**config.mk**
```make
export PLATFORM = sky130hd
export DESIGN_NAME = i2c_sensor_seq
export DESIGN_NICKNAME = d
export VERILOG_FILES = /design/src/rtl/i2c_sensor_seq.sv
export SDC_FILE = /design/constraint.sdc
export NUM_CORES = 1
export LEC_CHECK = 0
export CORE_MARGIN = 4
export CORE_UTILIZATION = 40
export DETAILED_ROUTE_END_ITERATION = 6
export PLACE_DENSITY = 0.65
export RECOVER_POWER = 25
export SETUP_SLACK_MARGIN = 0.1
export SLEW_MARGIN = 20
export SYNTH_ARGS = -nofsm -noshare
export SYNTH_HDL_FRONTEND = slang
export SYNTH_SLANG_ARGS = --single-unit
```
**constraint.sdc**
```tcl
create_clock -name clk -period 4.2 [get_ports clk]
set_input_delay 1.26 -clock clk [delete_from_list [all_inputs] [get_ports clk]]
set_output_delay 1.26 -clock clk [all_outputs]
set_load 0.02 [all_outputs]
```
**src/rtl/i2c_sensor_seq.sv**
```systemverilog
// Transaction sequencer in front of an I2C master for a pointer-register temperature sensor.
// Optional build macro TEMP_ALERT_EN adds alert_hi/alert_lo inputs and a hysteretic alert output.
module i2c_sensor_seq #(
    parameter logic [6:0] SLAVE_ADDR  = 7'h48,
    parameter int         POLL_DIV    = 100000,
    parameter int         GAP_CYC     = 64,
    parameter int         TIMEOUT_CYC = 200000
) (
    input  logic        clk,
    input  logic        rst_n,
    input  logic        en,
    input  logic        host_req,
    input  logic        host_wr,
    input  logic [1:0]  host_ptr,
    input  logic [7:0]  host_wdata,
    output logic        host_ack,
    output logic [15:0] host_rdata,
    output logic        host_err,
    output logic [15:0] temp_q,
    output logic        temp_valid,
    output logic        busy,
    output logic        m_init,
    output logic        m_rd_wr,
    output logic        m_wr,
    output logic [6:0]  m_addr,
    output logic [7:0]  m_cmd,
    output logic [7:0]  m_data,
    input  logic        m_done,
    input  logic [15:0] m_rxdata
`ifdef TEMP_ALERT_EN
    ,
    input  logic [15:0] alert_hi,
    input  logic [15:0] alert_lo,
    output logic        alert
`endif
);

    localparam int PW = $clog2(POLL_DIV);
    localparam int GW = $clog2(GAP_CYC + 1);
    localparam int TW = $clog2(TIMEOUT_CYC + 1);

    typedef enum logic [3:0] {
        IDLE, WR_ISSUE, WR_WAIT, PTR_ISSUE, PTR_WAIT, GAP, RD_ISSUE, RD_WAIT, FINISH
    } state_t;

    state_t         state, state_d;
    logic [PW-1:0]  poll_cnt;
    logic           poll_pend;
    logic [1:0]     lat_ptr;
    logic [7:0]     lat_wdata;
    logic           is_poll;
    logic           err_r;
    logic [15:0]    rdata_r;
    logic [GW-1:0]  gap_cnt;
    logic [TW-1:0]  to_cnt;
    logic           accept, launch, waiting, to_hit, gap_done, poll_capture;

    assign waiting      = (state == WR_WAIT) || (state == PTR_WAIT) || (state == RD_WAIT);
    assign to_hit       = waiting && !m_done && (to_cnt == TW'(TIMEOUT_CYC - 1));
    assign gap_done     = (gap_cnt == GW'(GAP_CYC - 1));
    assign poll_capture = (state == RD_WAIT) && m_done && is_poll;

    // Host handshake: host_req is a level sampled only while IDLE; the access is taken on
    // that edge and answered by exactly one host_ack pulse, and the requester must drop
    // host_req by the ack cycle. Nothing on the host side stalls once a request is taken.
    always_comb begin
        state_d = state;
        accept  = 1'b0;
        launch  = 1'b0;
        case (state)
            IDLE: begin
                if (host_req) begin
                    accept = 1'b1;
                    if (!host_wr)
                        state_d = PTR_ISSUE;
                    else if (host_ptr == 2'd1 || host_ptr == 2'd2)
                        state_d = WR_ISSUE;
                    else
                        state_d = FINISH;
                end else if (poll_pend) begin
                    launch  = 1'b1;
                    state_d = PTR_ISSUE;
                end
            end
            WR_ISSUE:  state_d = WR_WAIT;
            WR_WAIT:   if (m_done || to_hit) state_d = FINISH;
            PTR_ISSUE: state_d = PTR_WAIT;
            PTR_WAIT: begin
                if (m_done)      state_d = GAP;
                else if (to_hit) state_d = FINISH;
            end
            GAP:       if (gap_done) state_d = RD_ISSUE;
            RD_ISSUE:  state_d = RD_WAIT;
            RD_WAIT:   if (m_done || to_hit) state_d = FINISH;
            FINISH:    state_d = IDLE;
            default:   state_d = IDLE;
        endcase
    end

    always_ff @(posedge clk or negedge rst_n) begin
        if (!rst_n) state <= IDLE;
        else        state <= state_d;
    end

    always_ff @(posedge clk or negedge rst_n) begin
        if (!rst_n) begin
            poll_cnt   <= '0;
            poll_pend  <= 1'b0;
            lat_ptr    <= 2'd0;
            lat_wdata  <= 8'h00;
            is_poll    <= 1'b0;
            err_r      <= 1'b0;
            rdata_r    <= 16'h0000;
            gap_cnt    <= '0;
            to_cnt     <= '0;
            temp_q     <= 16'h0000;
            temp_valid <= 1'b0;
        end else begin
            // A wrap coinciding with a launch means a fresh period elapsed, so pend stays set.
            if (!en) begin
                poll_pend <= 1'b0;
            end else if (poll_cnt == PW'(POLL_DIV - 1)) begin
                poll_cnt  <= '0;
                poll_pend <= 1'b1;
            end else begin
                poll_cnt <= poll_cnt + 1'b1;
                if (launch) poll_pend <= 1'b0;
            end

            if (accept) begin
                lat_ptr   <= host_ptr;
                lat_wdata <= host_wdata;
                is_poll   <= 1'b0;
                err_r     <= host_wr && (host_ptr == 2'd0 || host_ptr == 2'd3);
                rdata_r   <= 16'h0000;
            end else if (launch) begin
                lat_ptr   <= 2'd0;
                lat_wdata <= 8'h00;
                is_poll   <= 1'b1;
                err_r     <= 1'b0;
                rdata_r   <= 16'h0000;
            end else if (to_hit) begin
                err_r <= 1'b1;
            end

            if (m_init)       to_cnt <= '0;
            else if (waiting) to_cnt <= to_cnt + 1'b1;

            if (state == GAP) gap_cnt <= gap_cnt + 1'b1;
            else              gap_cnt <= '0;

            if (poll_capture) begin
                temp_q     <= m_rxdata;
                temp_valid <= 1'b1;
            end else if (state == RD_WAIT && m_done) begin
                // 8-bit registers come back left-justified; the low byte is not meaningful.
                if (lat_ptr == 2'd1 || lat_ptr == 2'd2)
                    rdata_r <= {m_rxdata[15:8], 8'h00};
                else
                    rdata_r <= m_rxdata;
            end
        end
    end

`ifdef TEMP_ALERT_EN
    always_ff @(posedge clk or negedge rst_n) begin
        if (!rst_n)
            alert <= 1'b0;
        else if (poll_capture) begin
            if ($signed(m_rxdata) > $signed(alert_hi))      alert <= 1'b1;
            else if ($signed(m_rxdata) < $signed(alert_lo)) alert <= 1'b0;
        end
    end
`endif

    assign busy       = (state != IDLE);
    assign m_init     = (state == WR_ISSUE) || (state == PTR_ISSUE) || (state == RD_ISSUE);
    assign m_rd_wr    = (state == RD_ISSUE) || (state == RD_WAIT);
    assign m_wr       = (state == WR_ISSUE) || (state == WR_WAIT);
    assign m_addr     = busy ? SLAVE_ADDR : 7'h00;
    assign m_cmd      = busy ? {6'b0, lat_ptr} : 8'h00;
    assign m_data     = m_wr ? lat_wdata : 8'h00;
    assign host_ack   = (state == FINISH) && !is_poll;
    assign host_rdata = host_ack ? rdata_r : 16'h0000;
    assign host_err   = host_ack && err_r;

endmodule

```
==> run summary, run 1 <==
status -> finished, violations left
failing checks -> capacitance limit, slew limit
crit-path max FO -> 14
final setup TNS -> 0 ns
first-pass GRT wire length -> 17.0 mm
Placer Congestion -> 0.843
Worst-path clk slew -> 0.06 ns
IO Port Bufs -> 82
nets@finish -> 555
max-cap check violation count -> 1
via count -> 3511
VDD IR-drop max -> 0.000167 V
PD cells -> 317 mW/mm^2
Mean Syn Cell Area -> 10.4 sq um
Hold Vio Cnt, Final -> 0
core area -> 0.0114 sq mm
leading area contributor after synthesis -> dfrtp_1
grt ovf -> 0
Post-CTS Setup Inserts -> 0
Tot GR Track Use -> 16.1%
Syn Inst Count -> 446
clock net sink count -> 92
Post-CTS Hold Fix Bufs -> 0
H-tree Lvls -> 3
Crit. End Element -> primary output
share of layout cells above drive strength 1 -> 7.46%
initial core utilization -> 40.8%
Die Y -> 116 um
sequential share of the synthesized area -> 49.6%
area grow syn2layout -> 24.2%
DR pass1 iterations -> 4
Synth area leaders -> dfrtp_1, and2_1, a22o_1
Async SR Flop Fraction -> 100%
leakage power -> 2.47 nW
Mapped Area -> 0.00464 sq mm
Critical Path AT -> 2.61 ns
width of the chip -> 116 um
dpl hpwl -> 7.33 mm
Avg Vias per Cell -> 5.27
number of synthesized flops with an enable pin -> 0
Synth cell types -> 58
Slew HR -> -56.6%
post-synthesis sequential element count -> 92
Core Rows -> 39
Final period util -> 92.2%
vias in the first global route -> 3369
Worst EP required -> 2.94 ns
# diodes -> 0
Synthesis Warnings -> 0
DRT antenna net count -> 0
Routed WL -> 10.3 mm
final core utilization -> 50.7%
DRC -> 0
Worst setup SP type -> flip-flop
Synth top area share -> 49.6%
RSZ-0062 raised after global routing -> no
post-layout min period -> 3.87 ns
min-delay worst type -> flip-flop to flip-flop
largest net degree at the start of global routing -> 43
post-CTS sizing -> 0
Top Ports -> 94
die area -> 0.0134 sq mm
CTS tree -> yes
FMAX -> 258 MHz
initial antenna violation count -> 0
Final Total Pwr -> 1.83 mW
Skew-Pair Late Insertion Delay -> 0.34 ns
clock skew -> 0.00877 ns
Root Driver -> clkbuf_16
Fillers -> 1052
wire per inst -> 15.5 um
worst slew pin tran -> 2.35 ns
final setup vio count -> 0
cts bufs inserted -> 9
DR iter-0 viols -> 209
Max clock buf depth -> 2
crit path kind -> flip-flop to primary output
Primary FF master, synth -> dfrtp_1
max-slew violation count -> 43
[per-layer routing]
metal | GRT usage (%) | vias up | part of all wire [%]
li1 | - | 1707 | -
met1 | 21.6 | 1710 | 46
met2 | 25.9 | 83 | 47
met3 | 3.66 | 11 | 5.8
met4 | 5.49 | 0 | 1.2
met5 | 0 | - | 0
[where the power goes]
group	internal (mW)	leakage (nW)	total, mW	switching, mW
Clock	0.453	0.135	0.765	0.312
Combinational	0.0543	1.10	0.117	0.0629
Sequential	0.911	1.23	0.947	0.0364
[critical path, stage by stage, from the launching register on]
cell             delay [ns]
dfrtp_1                0.65
xnor2_1                0.13
nor3_1                 0.65
and2_1                 0.24
clkdlybuf4s50_1        0.60
[cell usage in the layout, fill, tap and decap left out, types with 3 or more instances in the layout]
cell	netlist	layout
and2_1	29	29
mux2_1	9	9
ha_1	3	3
mux2_2	7	7
or4_1	5	5
nand2b_1	9	9
nand3_1	13	13
nor4_1	9	9
or2_2	3	3
a21oi_1	16	16
nor3b_1	3	3
and4_1	4	4
nand2_1	36	36
o21ai_0	21	21
o31ai_1	4	4
conb_1	1	11
clkbuf_1	6	3
nor4bb_1	3	3
mux2i_1	7	7
and3_1	4	4
or3_1	6	6
clkdlybuf4s50_1	0	81
inv_1	13	13
nor3_1	3	3
a22o_1	18	18
nand4_1	7	7
buf_4	15	3
xor2_1	7	7
o41ai_1	3	3
clkbuf_16	0	9
xnor2_1	14	14
dfrtp_1	92	92
nor2_1	29	29
[path summary, 6_finish.rpt]
kind / cells past startpoint / slack, ns / start / to
min in group asynchronous: 1 / 1.63 / rst_n / lat_wdata[2]$_DFFE_PN0P_
max in group asynchronous: 2 / 1.05 / rst_n / gap_cnt[2]$_DFF_PN0_
hold / removal: 1 / 0.45 / gap_cnt[0]$_DFF_PN0_ / gap_cnt[0]$_DFF_PN0_
hold reg to reg: 1 / 0.45 / gap_cnt[0]$_DFF_PN0_ / gap_cnt[0]$_DFF_PN0_
setup / recovery: 4 / 0.33 / state[1]$_DFFE_PN0P_ / m_data[3]
setup reg to reg: 4 / 1.95 / state[1]$_DFFE_PN0P_ / temp_q[4]$_DFFE_PN0P_
[stage by stage]
| stage | std cells | area, sq um | setup slack, ns | hold WS, ns |
|---|---|---|---|---|
| after floorplan | 456 | 4680 | 1.18 | 0.424 |
| after global placement | 652 | 5500 | 0.810 | 0.438 |
| after detailed placement | 652 | 5500 | 0.708 | 0.446 |
| after CTS | 666 | 5770 | 0.328 | 0.454 |
| after global routing | 666 | 5760 | 0.111 | 0.481 |
| final | 666 | 5760 | 0.326 | 0.449 |
[cell type report]
class,count,area (sq um),share of cell area (%)
clock inverters,3,40.0,0.695
repair buffers,86,842,14.6
multi-input cells,316,2110,36.6
flip-flops and latches,92,2300,39.9
clock buffers,11,233,4.04
inverters,15,56.3,0.977
well taps,143,179,3.10
[Yosys cell counts, drive strengths merged (3+ instances only)]
library cell / count
dfrtp: 92
nand2: 37
nor2: 31
and2: 29
buf: 27
o21ai: 22
a22o: 18
a21oi: 16
mux2: 16
nand3: 15
inv: 14
xnor2: 14
nor4: 11
nand2b: 9
nand4: 8
mux2i: 7
xor2: 7
clkbuf: 6
or3: 6
or4: 6
and3: 4
and4: 4
o31ai: 4
ha: 3
nor3: 3
nor3b: 3
nor4bb: 3
o41ai: 3
or2: 3
[cells by family (layout without fill, tap and decap cells)]
family	after synthesis	in the layout	synth area share, %
and+or+nand+nor	180	180	22.7
DFF	92	92	49.6
AOI/OAI and AO/OA	78	78	11.7
buffers and inverters	48	115	5.69
muxes	23	23	5.39
xor gates and xnor gates	21	21	3.96
adders and majority gates	3	3	0.809
other	1	11	0.0808
[registers in the layout, summed over array words and instances, names as in the netlist]
register    flops
temp_valid      1
poll_pend       1
lat_wdata       8
err_r           1
gap_cnt         7
rdata_r        16
lat_ptr         2
temp_q         16
to_cnt         18
poll_cnt       17
state           4
is_poll         1
(Power assumes the default switching activity.)
==> run 2: changes to the inputs <==
Settings changed: ABC_CLOCK_PERIOD_IN_PS set to 4200, GPL_TIMING_DRIVEN set to 0.
==> run summary, run 2 (same netlist as run 1, synthesis figures left out) <==
status -> finished, violations left (unchanged)
failing checks -> capacitance limit, slew limit (unchanged)
PnR worst setup slack -> 0.340 ns (was 0.326 ns)
grt ovf -> 0 (unchanged)
Worst setup SP type -> flip-flop (unchanged)
hold_sp -> gap_cnt[0]$_DFF_PN0_ (unchanged)
R2R Path End -> rdata_r[6]$_DFF_PN0_ (was temp_q[4]$_DFFE_PN0P_)
Placer Congestion -> 0.885 (was 0.843)
Max clock buf depth -> 2 (unchanged)
Hold Path End -> gap_cnt[0]$_DFF_PN0_ (unchanged)
DR pass1 iterations -> 4 (unchanged)
min-delay worst type -> flip-flop to flip-flop (unchanged)
nets@finish -> 583 (was 555)
width of the chip -> 116 um (unchanged)
most frequent cells in the layout -> dfrtp_1, clkdlybuf4s50_1, nand2_1, nor2_1, and2_1 (unchanged)
Placed Instances -> 680 (was 652)
Final Total Pwr -> 1.90 mW (was 1.83 mW)
wire per inst -> 15.0 um (was 15.5 um)
R2R cell count -> 6 (was 4)
RSZ-0062 raised after global routing -> no (unchanged)
RR Startpoint -> state[1]$_DFFE_PN0P_ (unchanged)
non-filler cells, final -> 696 (was 666)
most common cell after layout, fill and taps aside -> dfrtp_1 (unchanged)
Worst-path clk slew -> 0.06 ns (about the same)
CTS tree -> yes (unchanged)
Crit. End Element -> primary output (unchanged)
initial core utilization -> 40.8% (unchanged)
via count -> 3594 (was 3511)
dpl hpwl -> 7.53 mm (was 7.33 mm)
post-CTS sizing -> 0 (unchanged)
Worst Hold Depth -> 1 (unchanged)
Largest delay share family, worst path -> buffers and inverters (was simple AND/OR/NAND/NOR gates)
Post-CTS Hold Fix Bufs -> 0 (unchanged)
share of layout cells above drive strength 1 -> 11.8% (was 7.46%)
clock skew -> 0.00707 ns (was 0.00877 ns)
Crit path largest cell delay -> 0.62 ns (was 0.65 ns)
Hold Vio Cnt, Final -> 0 (unchanged)
IO Port Bufs -> 80 (was 82)
Core Rows -> 39 (unchanged)
crit path kind -> flip-flop to primary output (unchanged)
largest net degree at the start of global routing -> 65 (was 43)
Die Y -> 116 um (unchanged)
Post-CTS Setup Inserts -> 0 (unchanged)
area grow syn2layout -> 28.8% (was 24.2%)
Root Driver -> clkbuf_16 (unchanged)
first-pass GRT wire length -> 17.1 mm (was 17.0 mm)
max-cap check violation count -> 1 (unchanged)
reg2reg setup slack -> 2.25 ns (was 1.95 ns)
crit-path max FO -> 10 (was 14)
vias in the first global route -> 3499 (was 3369)
Slew HR -> -12.0% (was -56.6%)
worst slew pin tran -> 1.68 ns (was 2.35 ns)
Routed WL -> 10.4 mm (was 10.3 mm)
initial antenna violation count -> 0 (unchanged)
CP cell instances -> buf_2, nand3b_1, a21o_1, buf_2, clkinv_1, clkdlybuf4s50_1 (was xnor2_1, nor3_1, and2_1, clkdlybuf4s50_1)
Biggest register -> to_cnt (unchanged)
PD cells -> 317 mW/mm^2 (about the same)
core area -> 0.0114 sq mm (unchanged)
clock net sink count -> 92 (unchanged)
biggest regs -> to_cnt (18), poll_cnt (17) (unchanged)
Post-Place Worst Slack -> 0.700 ns (was 0.708 ns)
final setup vio count -> 0 (unchanged)
Top Ports -> 94 (unchanged)
DRC -> 0 (unchanged)
post-layout min period -> 3.86 ns (was 3.87 ns)
multi-input gate area in the final layout -> 0.00211 sq mm (unchanged)
Tot GR Track Use -> 16.0% (was 16.1%)
Final period util -> 91.9% (was 92.2%)
Skew-Pair Late Insertion Delay -> 0.34 ns (about the same)
VDD IR-drop max -> 0.000168 V (was 0.000167 V)
CP Buf/Inv Count -> 4 (was 1)
Fillers -> 1011 (was 1052)
cts bufs inserted -> 9 (unchanged)
die area -> 0.0134 sq mm (unchanged)
Most Frequent Cell on Critical Path -> buf_2
Slowest-stage cell, CP -> clkdlybuf4s50_1 (was dfrtp_1)
final setup TNS -> 0 ns (unchanged)
Sequential Area -> 0.00230 sq mm (unchanged)
Largest register FFs -> 18 (unchanged)
Worst EP required -> 2.94 ns (about the same)
DRT antenna net count -> 0 (unchanged)
Avg Vias per Cell -> 5.16 (was 5.27)
max-slew violation count -> 29 (was 43)
leakage power -> 2.59 nW (was 2.47 nW)
hold slack final -> 0.456 ns (was 0.449 ns)
DR iter-0 viols -> 250 (was 209)
Critical Path AT -> 2.60 ns (was 2.61 ns)
H-tree Lvls -> 3 (unchanged)
FMAX -> 259 MHz (was 258 MHz)
# diodes -> 0 (unchanged)
-- run 2: layer usage --
metal | wire length [um] | vias up | GRT usage [%] | part of all wire, %
li1 | - | 1766 | - | -
met1 | 4810 | 1724 | 22.4 | 46
met2 | 4790 | 90 | 24.5 | 46
met3 | 616 | 14 | 2.35 | 5.9
met4 | 193 | 0 | 7.81 | 1.9
met5 | 0 | - | 0 | 0
-- run 2: worst register-to-register path, delay by kind of cell, from the launching register on --
kind / cells / cell delay (ns)
buffers and inverters: 2 / 0.37
DFF: 1 / 0.43
and+or+nand+nor: 3 / 0.76
AOI/OAI and AO/OA: 1 / 0.28
-- run 2: per-stage QoR --
stage	instance area [sq um]	utilization, %
after floorplan	4680	-
after global placement	5660	49.8
after detailed placement	5690	50.0
after CTS	5990	52.7
after global routing	5980	52.6
final	5980	52.6
-- run 2: cell type report --
type	count	share of cell area, %
buffer	33	3.41
clock buffer	11	4.06
clock inverter	5	0.984
inverter	15	0.942
multi-input combinational	316	35.3
sequential	92	38.5
tap	143	2.99
timing repair buffer	81	13.8
-- run 2: worst max path at each step --
stage | slack [ns] | start | cells after the start | endpoint
finish | 0.34 | state[0]$_DFFE_PN0P_ | 6 | m_init
global route | 0.12 | state[1]$_DFFE_PN0P_ | 5 | m_data[3]
CTS | 0.31 | state[0]$_DFFE_PN0P_ | 6 | host_rdata[11]
detailed placement | 0.70 | state[0]$_DFFE_PN0P_ | 6 | host_rdata[11]
global placement | -1.53 | rst_n | 1 | poll_cnt[5]$_DFFE_PN0P_
floorplan | 1.18 | state[1]$_DFFE_PN0P_ | 4 | m_data[0]
-- run 2: report_power, final --
group / leakage, nW / total (mW) / internal [mW] / switching, mW
Clock: 0.142 / 0.824 / 0.479 / 0.346
Combinational: 1.22 / 0.125 / 0.0618 / 0.0627
Sequential: 1.23 / 0.947 / 0.910 / 0.0371
Total: 2.59 / 1.90 / 1.45 / 0.445
==> run 3: changes to the inputs <==
Settings changed: GPL_ROUTABILITY_DRIVEN set to 1.
==> results of run 3 <==
Final layout, timing and power as in run 2 (identical DEF).
